File: config.mk
export PLATFORM = sky130hd
export DESIGN_NAME = lcd_sprite_gen_flat
export DESIGN_NICKNAME = d
export VERILOG_FILES = /design/src/rtl/lcd_sprite_gen_if.sv /design/src/rtl/lcd_sprite_gen.sv /design/src/flat_wrapper.sv
export SDC_FILE = /design/constraint.sdc
export NUM_CORES = 1
export LEC_CHECK = 0
export ABC_AREA = 1
export CAP_MARGIN = 20
export CORE_UTILIZATION = 45
export CTS_BUF_LIST = sky130_fd_sc_hd__clkbuf_8
export DETAILED_ROUTE_END_ITERATION = 8
export PLACE_DENSITY = 0.69
export SLEW_MARGIN = 20
export SYNTH_ARGS = -nofsm -noshare
export SYNTH_HDL_FRONTEND = slang
export SYNTH_SLANG_ARGS = --single-unit
File: constraint.sdc
create_clock -name CLK -period 2.6 [get_ports CLK]
set_input_delay 0.39 -clock CLK [delete_from_list [all_inputs] [get_ports CLK]]
set_output_delay 0.39 -clock CLK [all_outputs]
set_load 0.02 [all_outputs]
File: src/rtl/lcd_sprite_gen_if.sv
// Pixel-path bundle between timing generator, sprite generator, image ROM and pixel FIFO.
// FIFOWe qualifies RGBData for one cycle; there is no ready, the FIFO must accept every strobe.
interface lcd_sprite_gen_if #(
  parameter int DATA_W = 8,
  parameter int ROM_AW = 15
);
  logic              HSYNC;
  logic              VSYNC;
  logic [DATA_W-1:0] RomData;
  logic [ROM_AW-1:0] RomAddr;
  logic              FIFOWe;
  logic [DATA_W-1:0] RGBData;
  // Motion and line-counter state, exposed for observation
  logic [15:0]       dbg_x;
  logic [15:0]       dbg_y;
  logic              dbg_dir_x;
  logic              dbg_dir_y;
  logic [15:0]       dbg_line;

  modport master (
    output HSYNC, VSYNC, RomData,
    input  RomAddr, FIFOWe, RGBData,
    input  dbg_x, dbg_y, dbg_dir_x, dbg_dir_y, dbg_line
  );

  modport slave (
    input  HSYNC, VSYNC, RomData,
    output RomAddr, FIFOWe, RGBData,
    output dbg_x, dbg_y, dbg_dir_x, dbg_dir_y, dbg_line
  );
endinterface

File: src/rtl/lcd_sprite_gen.sv
// Line/frame pixel generator overlaying a bouncing ROM sprite on a constant background.
// Define LCD_SPRITE_VMOVE_EN to let the sprite bounce vertically as well as horizontally.
module lcd_sprite_gen #(
  parameter int                LINE_PIX     = 1600,
  parameter int                ACTIVE_LINES = 480,
  parameter int                SPR_W        = 256,
  parameter int                SPR_H        = 128,
  parameter int                STEP_X       = 16,
  parameter int                STEP_Y       = 4,
  parameter int                DATA_W       = 8,
  parameter int                ROM_AW       = 15,
  parameter logic [DATA_W-1:0] BG_COLOR     = '1
) (
  input logic             CLK,
  input logic             nRST,
  lcd_sprite_gen_if.slave bus
);

  localparam logic [15:0] LINE_PIX16 = 16'(LINE_PIX);
  localparam logic [16:0] SPR_W17    = 17'(SPR_W);
  localparam logic [16:0] SPR_H17    = 17'(SPR_H);
  localparam logic [16:0] STEP_X17   = 17'(STEP_X);
  localparam logic [15:0] STEP_X16   = 16'(STEP_X);
  localparam logic [16:0] XMAX       = 17'(LINE_PIX - SPR_W);

  logic [15:0]       pix_q, pix_d, line_q, line_d;
  logic [15:0]       x_q, x_d, y_q, y_d;
  logic              dir_x_q, dir_x_d, dir_y_q, dir_y_d;
  logic [ROM_AW-1:0] addr_q, addr_d;
  logic              vsync_q, we_q, spr_q;
  logic              active, in_spr, vs_rise;
  logic [16:0]       x_inc;

  always_comb begin
    active  = !bus.HSYNC && !bus.VSYNC && (pix_q < LINE_PIX16);
    in_spr  = active
              && ({1'b0, pix_q} >= {1'b0, x_q}) && ({1'b0, pix_q} < ({1'b0, x_q} + SPR_W17))
              && ({1'b0, line_q} >= {1'b0, y_q}) && ({1'b0, line_q} < ({1'b0, y_q} + SPR_H17));
    vs_rise = bus.VSYNC && !vsync_q;

    pix_d = pix_q;
    if (bus.HSYNC || bus.VSYNC)   pix_d = '0;
    else if (pix_q < LINE_PIX16)  pix_d = pix_q + 16'd1;

    line_d = line_q;
    if (bus.VSYNC) line_d = '0;
    else if (active && (pix_q == LINE_PIX16 - 16'd1) && (line_q != 16'hFFFF))
      line_d = line_q + 16'd1;

    addr_d = addr_q;
    if (bus.VSYNC)   addr_d = '0;
    else if (in_spr) addr_d = addr_q + 1'b1;
  end

  // Horizontal bounce: clamp to the wall and reverse when the next step would reach it
  always_comb begin
    x_inc   = {1'b0, x_q} + STEP_X17;
    x_d     = x_q;
    dir_x_d = dir_x_q;
    if (vs_rise) begin
      if (!dir_x_q) begin
        if (x_inc >= XMAX) begin
          x_d     = XMAX[15:0];
          dir_x_d = 1'b1;
        end else begin
          x_d = x_inc[15:0];
        end
      end else if ({1'b0, x_q} <= STEP_X17) begin
        x_d     = '0;
        dir_x_d = 1'b0;
      end else begin
        x_d = x_q - STEP_X16;
      end
    end
  end

`ifdef LCD_SPRITE_VMOVE_EN
  localparam logic [16:0] STEP_Y17 = 17'(STEP_Y);
  localparam logic [15:0] STEP_Y16 = 16'(STEP_Y);
  localparam logic [16:0] YMAX     = 17'(ACTIVE_LINES - SPR_H);
  logic [16:0] y_inc;

  always_comb begin
    y_inc   = {1'b0, y_q} + STEP_Y17;
    y_d     = y_q;
    dir_y_d = dir_y_q;
    if (vs_rise) begin
      if (!dir_y_q) begin
        if (y_inc >= YMAX) begin
          y_d     = YMAX[15:0];
          dir_y_d = 1'b1;
        end else begin
          y_d = y_inc[15:0];
        end
      end else if ({1'b0, y_q} <= STEP_Y17) begin
        y_d     = '0;
        dir_y_d = 1'b0;
      end else begin
        y_d = y_q - STEP_Y16;
      end
    end
  end
`else
  always_comb begin
    y_d     = '0;
    dir_y_d = 1'b0;
  end
`endif

  // vsync_q resets high so a VSYNC already asserted when reset releases is not taken as a new frame
  always_ff @(posedge CLK or negedge nRST) begin
    if (!nRST) begin
      pix_q   <= '0;
      line_q  <= '0;
      addr_q  <= '0;
      x_q     <= '0;
      y_q     <= '0;
      dir_x_q <= 1'b0;
      dir_y_q <= 1'b0;
      vsync_q <= 1'b1;
      we_q    <= 1'b0;
      spr_q   <= 1'b0;
    end else begin
      pix_q   <= pix_d;
      line_q  <= line_d;
      addr_q  <= addr_d;
      x_q     <= x_d;
      y_q     <= y_d;
      dir_x_q <= dir_x_d;
      dir_y_q <= dir_y_d;
      vsync_q <= bus.VSYNC;
      we_q    <= active;
      spr_q   <= in_spr;
    end
  end

  assign bus.RomAddr   = addr_q;
  assign bus.FIFOWe    = we_q;
  assign bus.RGBData   = spr_q ? bus.RomData : BG_COLOR;
  assign bus.dbg_x     = x_q;
  assign bus.dbg_y     = y_q;
  assign bus.dbg_dir_x = dir_x_q;
  assign bus.dbg_dir_y = dir_y_q;
  assign bus.dbg_line  = line_q;

endmodule
File: src/flat_wrapper.sv
// flat-port wrapper written by rule: the top's interface ports become plain ports
module lcd_sprite_gen_flat 
#(
  parameter int                LINE_PIX     = 1600,
  parameter int                ACTIVE_LINES = 480,
  parameter int                SPR_W        = 256,
  parameter int                SPR_H        = 128,
  parameter int                STEP_X       = 16,
  parameter int                STEP_Y       = 4,
  parameter int                DATA_W       = 8,
  parameter int                ROM_AW       = 15,
  parameter logic [DATA_W-1:0] BG_COLOR     = '1
)
  (CLK, nRST, bus_HSYNC, bus_VSYNC, bus_RomData, bus_RomAddr, bus_FIFOWe, bus_RGBData, bus_dbg_x, bus_dbg_y, bus_dbg_dir_x, bus_dbg_dir_y, bus_dbg_line);
  lcd_sprite_gen_if #(.DATA_W(DATA_W), .ROM_AW(ROM_AW)) bus_i ();
  input logic CLK;
  input logic nRST;
  input wire logic [$bits(bus_i.HSYNC)-1:0] bus_HSYNC;
  input wire logic [$bits(bus_i.VSYNC)-1:0] bus_VSYNC;
  input wire logic [$bits(bus_i.RomData)-1:0] bus_RomData;
  output wire logic [$bits(bus_i.RomAddr)-1:0] bus_RomAddr;
  output wire logic [$bits(bus_i.FIFOWe)-1:0] bus_FIFOWe;
  output wire logic [$bits(bus_i.RGBData)-1:0] bus_RGBData;
  output wire logic [$bits(bus_i.dbg_x)-1:0] bus_dbg_x;
  output wire logic [$bits(bus_i.dbg_y)-1:0] bus_dbg_y;
  output wire logic [$bits(bus_i.dbg_dir_x)-1:0] bus_dbg_dir_x;
  output wire logic [$bits(bus_i.dbg_dir_y)-1:0] bus_dbg_dir_y;
  output wire logic [$bits(bus_i.dbg_line)-1:0] bus_dbg_line;
  assign bus_i.HSYNC = bus_HSYNC;
  assign bus_i.VSYNC = bus_VSYNC;
  assign bus_i.RomData = bus_RomData;
  assign bus_RomAddr = bus_i.RomAddr;
  assign bus_FIFOWe = bus_i.FIFOWe;
  assign bus_RGBData = bus_i.RGBData;
  assign bus_dbg_x = bus_i.dbg_x;
  assign bus_dbg_y = bus_i.dbg_y;
  assign bus_dbg_dir_x = bus_i.dbg_dir_x;
  assign bus_dbg_dir_y = bus_i.dbg_dir_y;
  assign bus_dbg_line = bus_i.dbg_line;
  lcd_sprite_gen #(.LINE_PIX(LINE_PIX), .ACTIVE_LINES(ACTIVE_LINES), .SPR_W(SPR_W), .SPR_H(SPR_H), .STEP_X(STEP_X), .STEP_Y(STEP_Y), .DATA_W(DATA_W), .ROM_AW(ROM_AW), .BG_COLOR(BG_COLOR)) u_core (.CLK(CLK), .nRST(nRST), .bus(bus_i));
endmodule
## Word-level counts from Yosys, hierarchy flattened

Cells that the tools add are included.

| storage, ports and cells | value |
|---|---|
| input bits | 12 |
| logic and storage cells | 52 |
| output and inout port bits | 74 |
| latch bits | 0 |
| memories kept | 0 |
| register bits after elaboration | 67 |
| ROM bits | 0 |
| memory bits (writable) | 0 |

| cells by class | value |
|---|---|
| magnitude comparators | 7 |
| shift-type cells | 0 |
| muxes and demuxes | 13 |
| bitwise gates (word level) | 0 |
| equality and inequality tests | 2 |
| div/mod/pow operators | 0 |
| add/sub/neg operators | 6 |
| $mul | 0 |
| reduce and logical (&&, ||, !) cells | 16 |

Operator list:

| kind | number |
|---|---|
| $mux W16 | 7 |
| $add A16 B1 Y16 const B | 2 |
| $mux W15 | 2 |
| $add A16 B5 Y17 const B | 1 |
| $add A16 B9 Y17 const B | 1 |
| $ge A17 B11 Y1 const B | 1 |
| $lt A16 B17 Y1 | 1 |
| $eq A16 B11 Y1 const B | 1 |
| $ge A16 B1 Y1 const B | 1 |
| $ge A16 B16 Y1 | 1 |
| $le A16 B5 Y1 const B | 1 |
| $lt A16 B11 Y1 const B | 1 |
| $lt A16 B8 Y1 const B | 1 |
| $ne A16 B16 Y1 const B | 1 |
| $sub A16 B5 Y16 const B | 1 |
| $add A15 B1 Y15 const B | 1 |
| $logic_and A1 B1 Y1 | 9 |
| $mux W8 | 1 |
| $reduce_bool A2 Y1 | 3 |
| $logic_not A1 Y1 | 3 |
| $mux W1 | 3 |
| $logic_or A1 B1 Y1 | 1 |

## Longest topological paths before layout

Gate-level depths: netlist of the first run.

| depth | value |
|---|---|
| depth after elaboration | 9 |
| gate-level depth with buffers | 16 |
| gate-level depth less buffers | 14 |

## Least setup slack after synthesis of the first run

Ideal clock, no wire load.

| timing | value |
|---|---|
| path kind | reg-to-reg |
| start point | register u_core.x_q[8], in the netlist u_core.bus.dbg_x[8] |
| end point | register u_core.addr_q[5], in the netlist u_core.bus.RomAddr[5] |
| setup slack | 0.132 ns |
| period minus slack after synthesis | 2.468 ns |
| library setup time | 0.119 ns |
| stages on the path, launching flop included | 15 |
| data required time | 2.481 ns |
| buffers on the path | 1 |
| arrival | 2.350 ns |
| cell sequence | dfrtp_1 -> ha_1 -> nand3_1 -> nor2_1 -> xor2_1 -> ha_1 -> a21oi_1 -> inv_1 -> nand3_2 -> inv_2 -> nor3_4 -> nand4_4 -> buf_6 -> nand3_2 -> nand2_1 |

| between the ends | value |
|---|---|
| longest elaborated chain between the ends | 6 |
| elaborated cells between the ends (all ways) | 8 |
| classes of those cells | add/sub: 1; order compare: 2; reduce/logical: 5 |

Ends and longest elaborated chain:

| what | line | text |
|---|---|---|
| start: declaration | lcd_sprite_gen.sv:27 | `logic [15:0] x_q, x_d, y_q, y_d;` |
| start signal: assignment | lcd_sprite_gen.sv:116 | `x_q <= '0;` |
| start signal: assignment | lcd_sprite_gen.sv:127 | `x_q <= x_d;` |
| $add A16 B9 Y17 or $ge A16 B16 Y1 (tied branches) | lcd_sprite_gen.sv:37 | `&& ({1'b0, pix_q} >= {1'b0, x_q}) && ({1'b0, pix_q} < ({1'b0, x_q} + SPR_W17))` |
| $lt A16 B17 Y1 or $logic_and A1 B1 Y1 (tied branches) | lcd_sprite_gen.sv:37 |  |
| $logic_and A1 B1 Y1 * | lcd_sprite_gen.sv:37 |  |
| $logic_and A1 B1 Y1 * (2 in series) | lcd_sprite_gen.sv:38 | `&& ({1'b0, line_q} >= {1'b0, y_q}) && ({1'b0, line_q} < ({1'b0, y_q} + SPR_H17));` |
| $reduce_bool A2 Y1 (no line) * | -- |  |
| end signal: assignment | lcd_sprite_gen.sv:126 | `addr_q <= addr_d;` |
| end: declaration | lcd_sprite_gen.sv:29 | `logic [ROM_AW-1:0] addr_q, addr_d;` |

Every way passes the cells marked *; elsewhere a longest branch is shown, timed or not.
A chain may end at the register's enable or synchronous reset.

## Final worst setup path of the first run

| timing | value |
|---|---|
| start point | register u_core.x_q[8], in the netlist u_core.bus.dbg_x[8] |
| end point | register u_core.addr_q[3], in the netlist u_core.bus.RomAddr[3] |

Same word-level chain as after synthesis.

==> results of run 1 <==
power groups by stage:
stage	clock (mW)	combinational [mW]	sequential (mW)
3_5_place_dp	0	1.78	1.25
4_1_cts	0.798	1.78	1.23
5_1_grt	0.839	2.01	1.27
2_1_floorplan	0	1.12	1.34
6_report	0.785	1.80	1.24
3_3_place_gp	0	1.74	1.25
flip-flops by register name, indices dropped and copies added (netlist names):
register and count:
u_core.bus.FIFOWe 1, u_core.bus.RomAddr 15, u_core.bus.dbg_dir_x 1, u_core.bus.dbg_line 16
u_core.bus.dbg_x 12, u_core.pix_q 16, u_core.spr_q 1, u_core.vsync_q 1
per-layer routing:
| layer | up-vias | wire (um) |
|---|---|---|
| li1 | 2375 | - |
| met1 | 2250 | 5560 |
| met2 | 146 | 5827 |
| met3 | 21 | 625 |
| met4 | 0 | 247 |
| met5 | - | 0 |
kinds of logic after synthesis:
| kind of cell | Yosys count | synth area share |
|---|---|---|
| AOI/OAI and AO/OA | 60 | 0.06246 |
| xor gates and xnor gates | 38 | 0.06592 |
| adders and majority gates | 29 | 0.07187 |
| buffers and inverters | 130 | 0.1227 |
| DFF | 63 | 0.3125 |
| muxes | 1 | 0.001983 |
| other | 1 | 0.0007428 |
| and+or+nand+nor | 381 | 0.3618 |
worst reg2reg max path, delay by kind of cell (launching register included):
family                   cells  cell delay [ns]
buffers and inverters        3             0.28
XOR/XNOR                     1             0.17
AND/OR/NAND/NOR              7             0.82
flip-flops                   1             0.37
adder cells (fa/ha/maj)      2             0.49
AO/OA/AOI/OAI                1             0.13
synthesized netlist by cell type (all sizes together):
| master | n |
|---|---|
| nand2 | 162 |
| inv | 91 |
| nor2 | 89 |
| nand3 | 64 |
| dfrtp | 62 |
| nand4 | 34 |
| buf | 33 |
| xor2 | 33 |
| o21ai | 30 |
| ha | 29 |
| nor3 | 26 |
| a21oi | 23 |
| clkbuf | 5 |
| xnor2 | 5 |
| a21o | 2 |
| nand3b | 2 |
| nor4 | 2 |
| a31oi | 1 |
| and2 | 1 |
| clkinv | 1 |
| conb | 1 |
| dfstp | 1 |
| mux2i | 1 |
| o211ai | 1 |
| o21a | 1 |
| o22ai | 1 |
| o31ai | 1 |
| or2 | 1 |
through the flow:
stage / hold slack (ns) / power, mW
finish: 0.07401 / 3.824
global route: 0.1139 / 4.114
detailed placement: 0.4650 / 3.027
global placement: 0.4677 / 2.987
floorplan: 0.09441 / 2.460
CTS: 0.08863 / 3.815
final cells by class:
cell class,count,area (um^2)
Tap cell,140,175.2
Timing Repair Buffer,81,775.7
Inverter,92,347.8
Clock buffer,11,151.4
Multi-Input combinational cell,530,2937
Sequential cell,63,1583
Clock inverter,4,22.52
Fill cell,1040,4896
worst max path at each step:
stage	startpoint	endpoint	cells past startpoint
after floorplan	u_core.bus.dbg_x[8]$_DFFE_PN0P_	u_core.bus.RomAddr[5]$_DFFE_PN0P_	14
after global placement	u_core.bus.dbg_x[8]$_DFFE_PN0P_	u_core.bus.RomAddr[14]$_DFFE_PN0P_	13
after detailed placement	u_core.bus.dbg_x[8]$_DFFE_PN0P_	u_core.bus.RomAddr[3]$_DFFE_PN0P_	13
after CTS	u_core.bus.dbg_x[8]$_DFFE_PN0P_	u_core.bus.RomAddr[3]$_DFFE_PN0P_	13
after global routing	u_core.bus.dbg_x[9]$_DFFE_PN0P_	u_core.bus.RomAddr[12]$_DFFE_PN0P_	16
final	u_core.bus.dbg_x[8]$_DFFE_PN0P_	u_core.bus.RomAddr[3]$_DFFE_PN0P_	14
timing repair:
action | 4_1_cts | 5_1_grt
endpoints found under the hold margin | 0 | 0
endpoints found under the setup margin | 0 | 15
setup buffers | 0 | 3
resized for setup | 0 | 7
==> metrics.md, run 1 <==
| Metric | Value |
|---|---|
| Status | finished clean |
| Max Slew Vio Count | 0 |
| Max cap viols | 0 |
| RR Startpoint | u_core.bus.dbg_x[8]$_DFFE_PN0P_ |
| Gr usage total | 0.2277 |
| P&R area growth vs syn | 18.69% |
| Finished Layout Cells | 921 |
| DP Area | 5768 um^2 |
| Yosys warning total | 0 |
| Post-Syn Instances | 703 |
| Cell area power density | 638.1 nW/um^2 |
| Area contributors post-synth | dfrtp_1 (31%), nand2_1 (12%), ha_1 (7.2%) |
| Vias | 4,792 |
| PortBufs | 64 |
| Fin area | 5992 um^2 |
| Layout cells sized above 1 | 0.09731 |
| Critical path type | flop to flop |
| Clock power share | 0.205 |
| Hold WC Path Type | input port to asynchronous set/reset pin |
| Clock transition at path regs | 0.08 ns |
| Io pins | 86 |
| Cell variety after synth | 41 |
| R2R cell count | 14 |
| Worst Setup Start Kind | flop |
| Crit-path slowest cell | dfrtp_1 |
| Slowest Stage Delay on Critical Path | 0.37 ns |
| Worst-Margin Slew | 0.6642 ns |
| P_int | 2.145 mW |
| Largest area contributor in the netlist | dfrtp_1 |
| Crit-path max FO | 15 |
| Pin count of the biggest net entering global routing | 39 |
| Endpoint type of the worst setup path | flop |
| Sw frac | 0.4389 |
| Maximum VDD drop | 0.4012 mV |
| Leakage Power | 2.860 nW |
| Util after Layout | 0.5503 |
| Psw | 1.678 mW |
| RSZ-0062 raised after global routing | false |
| Grt peak-use layer | met2 |
| Die Y-Extent | 107.9 um |
| DRT iter0 DRCs | 221 |
| Met3 usage | 0.03208 |
| Initial antenna violation count | 0 |
| Core Box Area | 10,890 um^2 |
| Share of the synthesized area in the top cell type | 0.3073 |
| Grt met2 use | 0.3750 |
| Fin crit share | 0.9060 |
| Commonest non-fill, non-tap cell in the layout | nand2_1 |
| Final setup fails | 0 |
| Combinational fraction of design power | 0.470 |
| Row count | 38 |
| Met1 GRT Util | 0.3025 |
| Drt wl/cell | 13.31 um |
| Setup Skew | 0.01253 ns |
| Worst Path Required | 2.83 ns |
| Seq pwr share | 0.325 |
| Worst EP arrival | 2.59 ns |
| H-Tree Depth | 3 |
| Reg2Reg Setup Slack | 0.24 ns |
| First-pass GRT wire length | 20.93 mm |
| Grt ovf | 0 |
| Pre-CTS WS | 0.1060 ns |
| Register bit count reported by yosys | 63 |
| WL final | 12.26 mm |
| Final min period | 2.355 ns |
| Cell count after placement | 903 |
| Pre-antenna DRT Iters | 4 |
| Clk buf depth | 2 |
| TritonCTS buffer count | 9 |
| Bufs and invs on worst path | 3 |
| Max-slew headroom | 0.5572 |
| Setup slack after layout | 0.2445 ns |
| Post-layout nets | 818 |
| Vias/cell | 5.203 |
| Post-DP HPWL | 9.378 mm |
| Worst-Skew Late Latency | 0.35 ns |
| Setup TNS | 0 ns |
| Commonest non-fill, non-tap cells in the layout | nand2_1 (156), inv_1 (90), nor2_1 (80), clkdlybuf4s50_1 (63), dfrtp_1 (58) |
| ANT nets after route | 0 |
| Root Buffer | clkbuf_8 |
| Final Wtd Congestion | 0.9003 |
| Die W | 107.9 um |
| Syn Area/Cell | 7.181 um^2 |
| Final-report hold violation count | 0 |
| Reg-to-reg critical path endpoint | u_core.bus.RomAddr[3]$_DFFE_PN0P_ |
| Hold buffer count at CTS | 0 |
| Starting Density | 0.4637 |
| Syn Std Cell Area | 5049 um^2 |
| Antenna fix cells | 0 |
| CTS tree | done |
| Fmax | 0.4245 GHz |
| Sequential share of the synthesized area | 0.3125 |
| Drt drc | 0 |
| Largest delay share family, worst path | simple AND/OR/NAND/NOR gates |
| Die Footprint | 11,650 um^2 |
| CP cell instances | ha_2 > nand3_2 > nor2_2 > xor2_1 > ha_1 > a21oi_1 > inv_1 > nand3_2 > inv_2 > nor3_4 > nand4_4 > buf_12 > nand3_1 > nand2_1 |
| Vias in the first global route | 4,515 |
| Clock net sink count | 63 |
| Most used cell, CP | nand3_2 |
Power figures use the tool's default switching activity.
==> run 2: changes to the inputs <==
--- a/config.mk
+++ b/config.mk
@@ -8,9 +8,9 @@
 export ABC_AREA = 1
 export CAP_MARGIN = 20
 export CORE_UTILIZATION = 45
-export CTS_BUF_LIST = sky130_fd_sc_hd__clkbuf_8
 export DETAILED_ROUTE_END_ITERATION = 8
 export PLACE_DENSITY = 0.69
+export SKIP_LAST_GASP = 1
 export SLEW_MARGIN = 20
 export SYNTH_ARGS = -nofsm -noshare
 export SYNTH_HDL_FRONTEND = slang
==> run 2 against run 1 <==
Final area is the same. First-iteration DRC count is the same. Via count is the same. Setup slack is the same. Non-clock buffer count is the same. Critical path type unchanged. Critical endpoint unchanged. Largest power group unchanged.
==> metrics.md, run 2 (synthesis results as in run 1) <==
| Metric | Value |
|---|---|
| Status | finished clean |
| PortBufs | 64 |
| Clk buf depth | 2 |
| Initial antenna violation count | 0 |
| Finished Layout Cells | 921 |
| Fmax | 0.4245 GHz |
| CTS tree | done |
| Post-layout nets | 818 |
| WL final | 12.26 mm |
| Setup Skew | 0.01253 ns |
| Commonest non-fill, non-tap cell in the layout | nand2_1 |
| Commonest non-fill, non-tap cells in the layout | nand2_1 (156), inv_1 (89), nor2_1 (80), clkdlybuf4s50_1 (63), dfrtp_1 (58) |
| Final-report hold violation count | 0 |
| Io pins | 86 |
| Vias/cell | 5.203 |
| Critical path type | flop to flop |
| Die Y-Extent | 107.9 um |
| Max Slew Vio Count | 0 |
| Hold buffer count at CTS | 0 |
| Largest delay share family, worst path | simple AND/OR/NAND/NOR gates |
| H-Tree Depth | 3 |
| Drt drc | 0 |
| RSZ-0062 raised after global routing | false |
| ANT nets after route | 0 |
| Worst-Skew Late Latency | 0.35 ns |
| Grt ovf | 0 |
| Pin count of the biggest net entering global routing | 39 |
| Final Wtd Congestion | 0.9003 |
| Fin area | 5992 um^2 |
| Starting Density | 0.4637 |
| Cell area power density | 638.6 nW/um^2 |
| Vias | 4,792 |
| Min Hold Slack | 0.07402 ns |
| Slowest Stage Delay on Critical Path | 0.37 ns |
| Footprint of the multi-input gates | 2937 um^2 |
| Clock net sink count | 63 |
| Crit-path slowest cell | dfrtp_1 |
| Hold WC Path Type | input port to asynchronous set/reset pin |
| Worst Setup Start Kind | flop |
| Die Footprint | 11,650 um^2 |
| Row count | 38 |
| DRT iter0 DRCs | 221 |
| Die W | 107.9 um |
| Fillers | 1,040 |
| Clock transition at path regs | 0.08 ns |
| Crit-path max FO | 15 |
| Antenna fix cells | 0 |
| Leakage Power | 2.855 nW |
| Cell count after placement | 903 |
| Maximum VDD drop | 0.4015 mV |
| Worst Path Required | 2.83 ns |
| Gr usage total | 0.2277 |
| Post-DP HPWL | 9.378 mm |
| Worst-Margin Slew | 0.6642 ns |
| P&R area growth vs syn | 18.69% |
| First-pass GRT wire length | 20.93 mm |
| Overall power | 3.827 mW |
| Drt wl/cell | 13.31 um |
| Worst EP arrival | 2.59 ns |
| Endpoint type of the worst setup path | flop |
| Layout cells sized above 1 | 0.09731 |
| Bufs and invs on worst path | 3 |
| Vias in the first global route | 4,515 |
| Most used cell, CP | nand3_2 |
| TritonCTS buffer count | 9 |
| Final setup fails | 0 |
| Fin crit share | 0.9060 |
| Pre-antenna DRT Iters | 4 |
| Core Box Area | 10,890 um^2 |
| Setup TNS | 0 ns |
| Max cap viols | 0 |
| Final min period | 2.355 ns |
| CP cell instances | ha_2 > nand3_2 > nor2_2 > xor2_1 > ha_1 > a21oi_1 > inv_1 > nand3_2 > inv_2 > nor3_4 > nand4_4 > buf_12 > nand3_1 > nand2_1 |
| DP Area | 5768 um^2 |
| Max-slew headroom | 0.5572 |
| Register area | 1583 um^2 |
| Root Buffer | clkbuf_8 |
==> run 2: cell count changes in the layout (fill, tap and decap cells not counted) <==
| cell | previous run | this run |
|---|---|---|
| inv_1 | 90 | 89 |
| clkbuf_1 | 0 | 1 |
==> run 2: metrics by stage <==
| step | utilization | setup WS [ns] |
|---|---|---|
| floorplan | - | 0.1318 |
| global placement | 0.5298 | 0.1643 |
| detailed placement | 0.5298 | 0.1060 |
| CTS | 0.5457 | 0.05868 |
| global route | 0.5503 | 0.04657 |
| finish | 0.5503 | 0.2445 |
==> run 2: layer usage <==
| layer | share of wire | vias to the layer above | global-route usage |
|---|---|---|---|
| met5 | 0 | - | 0 |
| met4 | 0.020 | 0 | 0.08708 |
| met3 | 0.051 | 21 | 0.03208 |
| met2 | 0.48 | 146 | 0.3750 |
| met1 | 0.45 | 2252 | 0.3025 |
| li1 | - | 2373 | - |
==> run 2: layout make-up <==
cell class,count,share of cell area
Inverter,92,0.05805
Timing Repair Buffer,81,0.1295
Tap cell,140,0.02923
Clock inverter,3,0.003132
Sequential cell,63,0.2641
Multi-Input combinational cell,530,0.4901
Clock buffer,12,0.02589
==> run 2: final timing paths <==
check / slack (ns) / cells past startpoint / startpoint / to
max: 0.24 / 14 / u_core.bus.dbg_x[8]$_DFFE_PN0P_ / u_core.bus.RomAddr[3]$_DFFE_PN0P_
max reg2reg: 0.24 / 14 / u_core.bus.dbg_x[8]$_DFFE_PN0P_ / u_core.bus.RomAddr[3]$_DFFE_PN0P_
min: 0.07 / 1 / nRST / u_core.bus.dbg_line[7]$_DFFE_PN0P_
min reg2reg: 0.55 / 2 / u_core.bus.dbg_line[1]$_DFFE_PN0P_ / u_core.bus.dbg_line[1]$_DFFE_PN0P_
max in group asynchronous: 1.70 / 2 / nRST / u_core.bus.dbg_x[13]$_DFFE_PN0P_
min in group CLK: 0.55 / 2 / u_core.bus.dbg_line[1]$_DFFE_PN0P_ / u_core.bus.dbg_line[1]$_DFFE_PN0P_
==> run 2: what timing repair did <==
item                       CTS  global route
buffers inserted             0             3
setup endpoints to repair    0            15
hold endpoints to repair     0             0
gates resized for setup      0             7
==> run 2: report_power, final <==
group	internal (mW)	switching, mW	total, mW	leakage [nW]
Clock	0.392	0.396	0.788	0.0922
Sequential	1.08	0.160	1.24	0.847
Combinational	0.674	1.12	1.80	1.92
==> run 3: changes to the inputs <==
--- a/config.mk
+++ b/config.mk
@@ -7,11 +7,10 @@
 export LEC_CHECK = 0
 export ABC_AREA = 1
 export CAP_MARGIN = 20
-export CORE_UTILIZATION = 45
+export CORE_UTILIZATION = 54
 export DETAILED_ROUTE_END_ITERATION = 8
-export PLACE_DENSITY = 0.69
+export PLACE_DENSITY = 0.81
 export SKIP_LAST_GASP = 1
-export SLEW_MARGIN = 20
 export SYNTH_ARGS = -nofsm -noshare
 export SYNTH_HDL_FRONTEND = slang
 export SYNTH_SLANG_ARGS = --single-unit
==> run 3 against run 2 <==
Combinational power is essentially flat. Sequential share of layout area is essentially flat. Via count grew 1.4%. Largest cell class unchanged. Die area shrank 16%. Non-clock buffer count grew 1. Maximum frequency shrank 3.6%. Highest routed layer unchanged.
==> metrics.md, run 3 (synthesis results as in run 1) <==
| Metric | Value |
|---|---|
| Min Hold Slack | 0.1415 ns |
| Commonest non-fill, non-tap cells in the layout | nand2_1 (156), inv_1 (89), nor2_1 (80), clkdlybuf4s50_1 (63), dfrtp_1 (61) |
| Io pins | 86 |
| Cell count after placement | 872 |
| Pre-antenna DRT Iters | 6 |
| Clock transition at path regs | 0.07 ns |
| Final setup fails | 0 |
| Worst-Skew Late Latency | 0.34 ns |
| Met3 usage | 0.04397 |
| Critical path type | flop to flop |
| TritonCTS buffer count | 9 |
| Final-report hold violation count | 0 |
| Maximum VDD drop | 0.3715 mV |
| Setup TNS | 0 ns |
| First-pass GRT wire length | 20.53 mm |
| Vias | 4,858 |
| Drt wl/cell | 13.83 um |
| Hold buffer count at CTS | 0 |
| Most used cell, CP | nand3_2 |
| Row count | 34 |
| Fin area | 5974 um^2 |
| Drt drc | 0 |
| Leakage Power | 2.882 nW |
| Die Footprint | 9740 um^2 |
| Die W | 98.69 um |
| Largest delay share family, worst path | simple AND/OR/NAND/NOR gates |
| Post-DP HPWL | 9.367 mm |
| Core Box Area | 8891 um^2 |
| Layout cells sized above 1 | 0.09323 |
| Crit-path max FO | 10 |
| Finished Layout Cells | 891 |
| Register area | 1579 um^2 |
| Clk buf depth | 2 |
| Bufs and invs on worst path | 2 |
| Worst Path Required | 2.88 ns |
| Max Slew Vio Count | 0 |
| Footprint of the multi-input gates | 2940 um^2 |
| Fin crit share | 0.9394 |
| ANT nets after route | 0 |
| Cell area power density | 643.4 nW/um^2 |
| Max-slew headroom | 0.4491 |
| Post-layout nets | 819 |
| Fillers | 760 |
| Worst EP arrival | 2.72 ns |
| Max cap viols | 0 |
| WL final | 12.32 mm |
| DRT iter0 DRCs | 261 |
| Grt met2 use | 0.4355 |
| Final min period | 2.442 ns |
| Gr usage total | 0.2637 |
| Met1 GRT Util | 0.3546 |
| Commonest non-fill, non-tap cell in the layout | nand2_1 |
| DP Area | 5736 um^2 |
| Pin count of the biggest net entering global routing | 39 |
| Die Y-Extent | 98.69 um |
| Grt peak-use layer | met2 |
| Setup Skew | 0.01145 ns |
| Fmax | 0.4094 GHz |
| Initial antenna violation count | 0 |
| Crit-path slowest cell | dfrtp_1 |
| Worst Setup Start Kind | flop |
| Vias in the first global route | 4,438 |
| Root Buffer | clkbuf_8 |
| Hold WC Path Type | input port to asynchronous set/reset pin |
| Status | finished clean |
| Overall power | 3.844 mW |
| Slowest Stage Delay on Critical Path | 0.36 ns |
| Final Wtd Congestion | 0.9120 |
| PortBufs | 64 |
| Clock net sink count | 63 |
| Worst-Margin Slew | 0.8263 ns |
| Endpoint type of the worst setup path | flop |
| CP cell instances | ha_1 > nand3_2 > nor2_1 > xor2_1 > ha_1 > a21oi_1 > inv_1 > nand3_2 > nand2_1 > nor2_2 > nand3_2 > nor2_4 > buf_12 > nand4_1 > nand2_1 |
| P&R area growth vs syn | 18.34% |
| CTS tree | done |
| H-Tree Depth | 3 |
| Antenna fix cells | 0 |
| Starting Density | 0.5678 |
| Grt ovf | 0 |
| Vias/cell | 5.452 |
[run 3: path summary, 6_finish.rpt]
check,slack [ns],to,cells past startpoint,startpoint
max,0.16,u_core.bus.RomAddr[5]$_DFFE_PN0P_,15,u_core.bus.dbg_x[8]$_DFFE_PN0P_
min in group CLK,0.57,u_core.pix_q[3]$_DFFE_PN0P_,1,u_core.pix_q[3]$_DFFE_PN0P_
max in group asynchronous,1.70,u_core.bus.dbg_x[11]$_DFFE_PN0P_,2,nRST
min,0.14,u_core.bus.dbg_line[8]$_DFFE_PN0P_,1,nRST
min reg2reg,0.57,u_core.pix_q[3]$_DFFE_PN0P_,1,u_core.pix_q[3]$_DFFE_PN0P_
max reg2reg,0.16,u_core.bus.RomAddr[5]$_DFFE_PN0P_,15,u_core.bus.dbg_x[8]$_DFFE_PN0P_
[run 3: repair_timing]
item	CTS	global route
endpoints found under the setup margin	0	15
hold endpoints to repair	0	0
buffers inserted	0	3
gates resized for setup	0	4
[run 3: cell type report]
| cell class | instances | area share |
|---|---|---|
| clock inverter | 3 | 0.002932 |
| inverter | 92 | 0.05822 |
| sequential | 63 | 0.2643 |
| timing repair buffer | 82 | 0.1332 |
| multi-input combinational | 530 | 0.4921 |
| clock buffer | 13 | 0.02660 |
| tap | 108 | 0.02262 |
[run 3: power by group]
part | switching (mW) | internal, mW | leakage, nW | total (mW)
Sequential | 0.161 | 1.08 | 0.852 | 1.24
Combinational | 1.15 | 0.674 | 1.94 | 1.82
Clock | 0.382 | 0.396 | 0.0894 | 0.778
[run 3: metal layers]
metal	up-vias	routed length, um
li1	2381	-
met4	0	181
met3	21	671
met1	2284	5571
met2	172	5898
met5	-	0
[run 3: per-stage QoR]
step,setup WS [ns],util
2_1_floorplan,0.1318,-
3_3_place_gp,0.1837,0.6451
3_5_place_dp,0.1056,0.6451
4_1_cts,0.06820,0.6649
5_1_grt,-0.003548,0.6720
6_report,0.1576,0.6720
